File: src/rtl/enemy_pkg.sv
// Shared types, width helpers and default timing for the enemy life manager.
package enemy_pkg;

    // Life cycle of one enemy slot.
    typedef enum logic [1:0] {
        ALIVE = 2'd0,
        HIT   = 2'd1,
        DYING = 2'd2,
        DEAD  = 2'd3
    } enemy_state_t;

    // Default slot count and timing, in Frame_tick units.
    localparam int DEF_NUM_ENEMIES    = 5;
    localparam int DEF_ENEMY_HP       = 3;
    localparam int DEF_IFRAMES        = 30;
    localparam int DEF_DEATH_FRAMES   = 16;
    localparam int DEF_RESPAWN_FRAMES = 120;

    // Bits needed to hold 0..hp.
    function automatic int hp_width(input int hp);
        return $clog2(hp + 1);
    endfunction

    // Bits needed to hold the longest of the three timed windows.
    function automatic int tmr_width(input int a, input int b, input int c);
        int m;
        m = a;
        if (b > m) m = b;
        if (c > m) m = c;
        return $clog2(m + 1);
    endfunction

endpackage

File: src/rtl/enemy_life_fsm.sv
// Life cycle of a single enemy: hit points, invulnerability, death animation,
// respawn countdown, and the registered status/event outputs for that slot.
module enemy_life_fsm
    import enemy_pkg::*;
#(
    parameter int ENEMY_HP       = DEF_ENEMY_HP,
    parameter int IFRAMES        = DEF_IFRAMES,
    parameter int DEATH_FRAMES   = DEF_DEATH_FRAMES,
    parameter int RESPAWN_FRAMES = DEF_RESPAWN_FRAMES,
    parameter int HP_W           = hp_width(ENEMY_HP),
    parameter int TMR_W          = tmr_width(IFRAMES, DEATH_FRAMES, RESPAWN_FRAMES)
) (
    input  logic            clk_i,
    input  logic            rst_ni,
    input  logic            clear_i,
    input  logic            tick_i,
    input  logic            hit_i,
    output logic            alive_o,
    output logic            flash_o,
    output logic [HP_W-1:0] hp_o,
    output logic            kill_o,
    output logic            respawn_o
);

    localparam logic [HP_W-1:0]  HP_FULL   = HP_W'(ENEMY_HP);
    localparam logic [HP_W-1:0]  HP_ONE    = HP_W'(1);
    localparam logic [TMR_W-1:0] TMR_ONE   = TMR_W'(1);
    localparam logic [TMR_W-1:0] TMR_IFR   = TMR_W'(IFRAMES);
    localparam logic [TMR_W-1:0] TMR_DEATH = TMR_W'(DEATH_FRAMES);
    localparam logic [TMR_W-1:0] TMR_RESP  = TMR_W'(RESPAWN_FRAMES);

    enemy_state_t     state_q;
    logic [HP_W-1:0]  hp_q;
    logic [TMR_W-1:0] tmr_q;
    logic             alive_q;
    logic             flash_q;
    logic             kill_q;
    logic             respawn_q;

    // Hit flash blinks with bit 2 of the invulnerability countdown.
    function automatic logic blink(input logic [TMR_W-1:0] t);
        return |(t & TMR_W'(4));
    endfunction

    // Whole per-enemy state machine; status outputs are registered alongside
    // the state so they always describe the state just entered.
    always_ff @(posedge clk_i or negedge rst_ni) begin
        if (!rst_ni) begin
            state_q   <= ALIVE;
            hp_q      <= HP_FULL;
            tmr_q     <= '0;
            alive_q   <= 1'b1;
            flash_q   <= 1'b0;
            kill_q    <= 1'b0;
            respawn_q <= 1'b0;
        end else begin
            kill_q    <= 1'b0;
            respawn_q <= 1'b0;
            if (clear_i) begin
                state_q <= ALIVE;
                hp_q    <= HP_FULL;
                tmr_q   <= '0;
                alive_q <= 1'b1;
                flash_q <= 1'b0;
            end else begin
                unique case (state_q)
                    ALIVE: begin
                        // A hit beats a same-cycle tick; the tick is simply not counted.
                        if (hit_i) begin
                            if (hp_q > HP_ONE) begin
                                hp_q    <= hp_q - HP_ONE;
                                tmr_q   <= TMR_IFR;
                                state_q <= HIT;
                                alive_q <= 1'b1;
                                flash_q <= blink(TMR_IFR);
                            end else begin
                                hp_q    <= '0;
                                tmr_q   <= TMR_DEATH;
                                state_q <= DYING;
                                alive_q <= 1'b0;
                                flash_q <= 1'b1;
                                kill_q  <= 1'b1;
                            end
                        end
                    end
                    HIT: begin
                        if (tick_i) begin
                            if (tmr_q == TMR_ONE) begin
                                tmr_q   <= '0;
                                state_q <= ALIVE;
                                flash_q <= 1'b0;
                            end else if (tmr_q != '0) begin
                                tmr_q   <= tmr_q - TMR_ONE;
                                flash_q <= blink(tmr_q - TMR_ONE);
                            end
                        end
                    end
                    DYING: begin
                        if (tick_i) begin
                            if (tmr_q == TMR_ONE) begin
                                tmr_q   <= TMR_RESP;
                                state_q <= DEAD;
                                flash_q <= 1'b0;
                            end else if (tmr_q != '0) begin
                                tmr_q <= tmr_q - TMR_ONE;
                            end
                        end
                    end
                    DEAD: begin
                        if (tick_i) begin
                            if (tmr_q == TMR_ONE) begin
                                tmr_q     <= '0;
                                hp_q      <= HP_FULL;
                                state_q   <= ALIVE;
                                alive_q   <= 1'b1;
                                respawn_q <= 1'b1;
                            end else if (tmr_q != '0) begin
                                tmr_q <= tmr_q - TMR_ONE;
                            end
                        end
                    end
                    default: begin
                        state_q <= ALIVE;
                    end
                endcase
            end
        end
    end

    assign alive_o   = alive_q;
    assign flash_o   = flash_q;
    assign hp_o      = hp_q;
    assign kill_o    = kill_q;
    assign respawn_o = respawn_q;

endmodule

File: src/rtl/enemy_life_manager.sv
// Receiver of per-enemy damage strobes: detects rising edges, runs one life
// FSM per enemy and packs their status/event outputs for renderer and score.
module enemy_life_manager
    import enemy_pkg::*;
#(
    parameter int NUM_ENEMIES    = DEF_NUM_ENEMIES,
    parameter int ENEMY_HP       = DEF_ENEMY_HP,
    parameter int IFRAMES        = DEF_IFRAMES,
    parameter int DEATH_FRAMES   = DEF_DEATH_FRAMES,
    parameter int RESPAWN_FRAMES = DEF_RESPAWN_FRAMES
) (
    input  logic                                       Clk,
    input  logic                                       Reset_n,
    input  logic                                       Frame_tick,
    input  logic                                       Game_over,
    input  logic [NUM_ENEMIES-1:0]                     Damage_E,
    output logic [NUM_ENEMIES-1:0]                     Enemy_alive,
    output logic [NUM_ENEMIES-1:0]                     Enemy_flash,
    output logic [NUM_ENEMIES*hp_width(ENEMY_HP)-1:0]  Enemy_hp,
    output logic [NUM_ENEMIES-1:0]                     Kill_mask,
    output logic [NUM_ENEMIES-1:0]                     Respawn
);

    localparam int HP_W  = hp_width(ENEMY_HP);
    localparam int TMR_W = tmr_width(IFRAMES, DEATH_FRAMES, RESPAWN_FRAMES);

    // Zero-length windows or zero hit points have no meaningful behaviour.
    if (NUM_ENEMIES < 1 || ENEMY_HP < 1 || IFRAMES < 1 ||
        DEATH_FRAMES < 1 || RESPAWN_FRAMES < 1) begin : g_bad_param
        $error("enemy_life_manager: parameters must all be at least 1");
    end

    logic [NUM_ENEMIES-1:0] damage_prev_q;
    logic [NUM_ENEMIES-1:0] hit;

    // Previous damage level, tracked every cycle (also during Game_over, so a
    // level held across the clear is not seen as a fresh hit afterwards).
    always_ff @(posedge Clk or negedge Reset_n) begin
        if (!Reset_n) begin
            damage_prev_q <= '0;
        end else begin
            damage_prev_q <= Damage_E;
        end
    end

    assign hit = Damage_E & ~damage_prev_q;

    for (genvar i = 0; i < NUM_ENEMIES; i++) begin : g_enemy
        enemy_life_fsm #(
            .ENEMY_HP       (ENEMY_HP),
            .IFRAMES        (IFRAMES),
            .DEATH_FRAMES   (DEATH_FRAMES),
            .RESPAWN_FRAMES (RESPAWN_FRAMES),
            .HP_W           (HP_W),
            .TMR_W          (TMR_W)
        ) u_fsm (
            .clk_i     (Clk),
            .rst_ni    (Reset_n),
            .clear_i   (Game_over),
            .tick_i    (Frame_tick),
            .hit_i     (hit[i]),
            .alive_o   (Enemy_alive[i]),
            .flash_o   (Enemy_flash[i]),
            .hp_o      (Enemy_hp[i*HP_W +: HP_W]),
            .kill_o    (Kill_mask[i]),
            .respawn_o (Respawn[i])
        );
    end

endmodule
File: config.mk
export PLATFORM = sky130hd
export DESIGN_NAME = enemy_life_manager
export DESIGN_NICKNAME = d
export VERILOG_FILES = /design/src/rtl/enemy_pkg.sv /design/src/rtl/enemy_life_fsm.sv /design/src/rtl/enemy_life_manager.sv
export SDC_FILE = /design/constraint.sdc
export NUM_CORES = 1
export LEC_CHECK = 0
export BUFFER_PORTS_ARGS = -buffer_cell sky130_fd_sc_hd__buf_2
export CAP_MARGIN = 20
export CELL_PAD_IN_SITES_DETAIL_PLACEMENT = 0
export CELL_PAD_IN_SITES_GLOBAL_PLACEMENT = 1
export CORE_ASPECT_RATIO = 2
export CORE_UTILIZATION = 35
export CTS_CLUSTER_DIAMETER = 60
export DETAILED_ROUTE_END_ITERATION = 7
export PLACE_DENSITY = 0.75
export SLEW_MARGIN = 30
export SYNTH_ARGS = -nofsm -noshare
export SYNTH_HDL_FRONTEND = slang
export SYNTH_SLANG_ARGS = --single-unit
File: constraint.sdc
create_clock -name Clk -period 3 [get_ports Clk]
set_input_delay 0.45 -clock Clk [delete_from_list [all_inputs] [get_ports Clk]]
set_output_delay 0.45 -clock Clk [all_outputs]
set_load 0.005 [all_outputs]
==> impl_metrics.json <==
{
  "fmax_mhz": 431.6,
  "drcViolationCount": 0,
  "vias_per_cell": 5.751,
  "ir_drop_mv": 0.3333,
  "worst_setup_path_start_kind": "register",
  "placed_area_um2": 5761,
  "rsz0062_at_grt": "no",
  "synth_area_leaders": "dfrtp_1 30%, ha_1 8.0%, dfstp_2 7.2%",
  "grt_antenna_before_repair": 0,
  "insertion_delay_ns": 0.34,
  "power.share.combinational": 0.501,
  "register_area_um2": 2021,
  "numCtsBuffers": 9,
  "drtIter0Drc": 291,
  "synth_ff_type": "dfrtp_1",
  "reg2reg_from": "g_enemy[2].u_fsm.state_q[0]",
  "dp_slack_ns": 0.6976,
  "cts_resized": 0,
  "slew_headroom": 0.5190,
  "ant_nets": 0,
  "worst_hold_path_type": "in -> async",
  "grt_pass1_wl_um": 24110,
  "yosys_warnings": 0,
  "htree_levels": 3,
  "fin_setup_tns_ns": 0,
  "syn_area_um2": 5490,
  "grtUsageMet2": 0.3646,
  "initial_core_util": 0.3590,
  "cp-end-kind": "register",
  "clockPowerShare": 0.195,
  "multi_input_area_um2": 3104,
  "io_buffers": 38,
  "total_power_mw": 5.697,
  "num-fill-cells": 1505,
  "syn2layout_area_growth_pct": 10.35,
  "grt-busiest-layer": "met2",
  "switching_power_mw": 2.506,
  "cts-root-buf": "clkbuf_16",
  "core_area_um2": 15290,
  "die_area_um2": 16220,
  "crit_type": "reg -> reg",
  "dp.final_hpwl_um": 10790,
  "ys_seq_elements": 80,
  "ys_seq_area_frac": 0.3680,
  "synthDistinctLibCells": 72,
  "fin_nets": 690,
  "netlist_instances": 631,
  "grt_use_met3": 0.02884,
  "hold_buffers": 0,
  "synth_edf_count": 0,
  "drive_above_1_share": 0.1459,
  "power_density_nw_per_um2": 940.4,
  "cts.sinks": 80,
  "hold_ws_ns": 0.1288,
  "critPathLaunch": "g_enemy[2].u_fsm.state_q[0]",
  "worstPathArrival_ns": 2.57,
  "status": "completed",
  "dr.pass1.iters": 5,
  "synth_fp_nets": 675,
  "leakage_nw": 2.701,
  "tightestPinTransition_ns": 0.7215,
  "syn_avg_cell_area_um2": 8.701,
  "path_max_fanout": 12,
  "stdcell_area_um2": 6058,
  "finalSetupViolations": 0,
  "synthArstFlopShare": 1.000,
  "yosys.area.top_type": "dfrtp_1",
  "die_y_um": 179.1,
  "fin_skew_ns": 0.007900,
  "grt_pass1_vias": 4940,
  "grt.total_usage": 0.1872,
  "layout_commonest_cell": "dfrtp_1",
  "period_share": 0.7723,
  "cts_setup_buffers": 0,
  "clock_path_buffers": 2,
  "dp.cells": 833,
  "drv_slew": 0,
  "antenna-diode-count": 0,
  "power.internal_mw": 3.191,
  "io_pins": 39,
  "worst_slack_ns": 0.6830,
  "path_clk_slew_ns": 0.06,
  "use_met1": 0.1894,
  "fin_cells": 849,
  "grt_max_degree": 77,
  "gp_congestion": 0.8669,
  "seqPwrFrac": 0.305,
  "wl_per_cell_um": 17.20,
  "maxCapViolCount": 0,
  "required_ns": 3.25,
  "layout_common_cells": "65 x dfrtp_1, 58 x nand2_1, 55 x nor2_1",
  "yosysTopAreaCellShare": 0.2963,
  "cts_tree": "built",
  "std_cell_rows": 64,
  "wl_um": 14600,
  "overflow": 0,
  "finalCriticalPeriod_ns": 2.317,
  "die_w_um": 90.56,
  "p_sw_frac": 0.4398,
  "utilization": 0.3961,
  "via_count": 4883,
  "hold_viol": 0
}
==> sequential cells by signal, summed over array words and instances (netlist names) <==
signal / cells
g_enemy.u_fsm.tmr_q: 35
g_enemy.u_fsm.hp_o: 10
g_enemy.u_fsm.state_q: 10
damage_prev_q: 5
g_enemy.u_fsm.alive_o: 5
g_enemy.u_fsm.flash_o: 5
g_enemy.u_fsm.kill_o: 5
g_enemy.u_fsm.respawn_o: 5
==> final cells by class <==
type                            count  area share
Multi-Input combinational cell    475      0.5124
Tap cell                          198     0.04089
Timing Repair Buffer               47     0.04358
Clock inverter                      7     0.01198
Inverter                           33     0.02045
Clock buffer                        9     0.03717
Sequential cell                    80      0.3335
==> worst paths after layout <==
check                           slack [ns]  cells after the start                         to
min in group Clk                      0.22                      1           damage_prev_q[4]
worst max-delay path                  0.68                      7  g_enemy[2].u_fsm.tmr_q[2]
worst min register to register        0.45                      1    g_enemy[1].u_fsm.kill_o
max in group asynchronous             2.19                      2   g_enemy[3].u_fsm.alive_o
worst max register to register        0.68                      7  g_enemy[2].u_fsm.tmr_q[2]
worst min-delay path                  0.13                      1  g_enemy[1].u_fsm.tmr_q[1]
==> synth_stat cells (7+ instances only) <==
cell type and count:
a21o_1 11, a21oi_1 32, a31oi_1 18, and3_1 11, buf_4 20, clkbuf_1 16, dfrtp_1 65, dfstp_2 15
ha_1 35, inv_1 32, mux2i_1 10, nand2_1 58, nand2b_1 14, nand3_1 12, nor2_1 55, nor2b_1 13
nor3_1 29, o21ai_0 38, o31ai_1 9, xor2_1 7
==> kinds of logic (layout without fill, tap and decap cells) <==
family / count (synthesis) / after routing / share of synthesized area
XOR/XNOR: 11 / 11 / 0.01755
buffers and inverters: 76 / 96 / 0.06655
flip-flops: 80 / 80 / 0.3680
AND/OR/NAND/NOR: 236 / 236 / 0.2213
multiplexers: 15 / 15 / 0.02849
AO/OA/AOI/OAI: 178 / 178 / 0.2183
adder cells (fa/ha/maj): 35 / 35 / 0.07976
==> critical path, cell delays in order, from the launching register on <==
cell,delay [ns]
dfrtp_1,0.39
inv_1,0.09
ha_1,0.35
nand2b_1,0.14
o32ai_1,0.10
or4_1,0.56
or4b_1,0.50
o211ai_1,0.12
==> power groups by stage <==
stage | registers [mW] | clock network (mW) | logic (mW)
3_3_place_gp | 1.73 | 0 | 2.78
4_1_cts | 1.73 | 1.15 | 2.84
6_report | 1.74 | 1.11 | 2.85
3_5_place_dp | 1.74 | 0 | 2.83
5_1_grt | 1.78 | 1.19 | 3.19
2_1_floorplan | 1.63 | 0 | 2.20
==> layer usage <==
layer	vias up	routed length, um
li1	2311	-
met1	2407	5485
met2	135	8129
met3	30	479
met4	0	504
met5	-	0
Note: power is estimated with default switching activity, not from simulation.
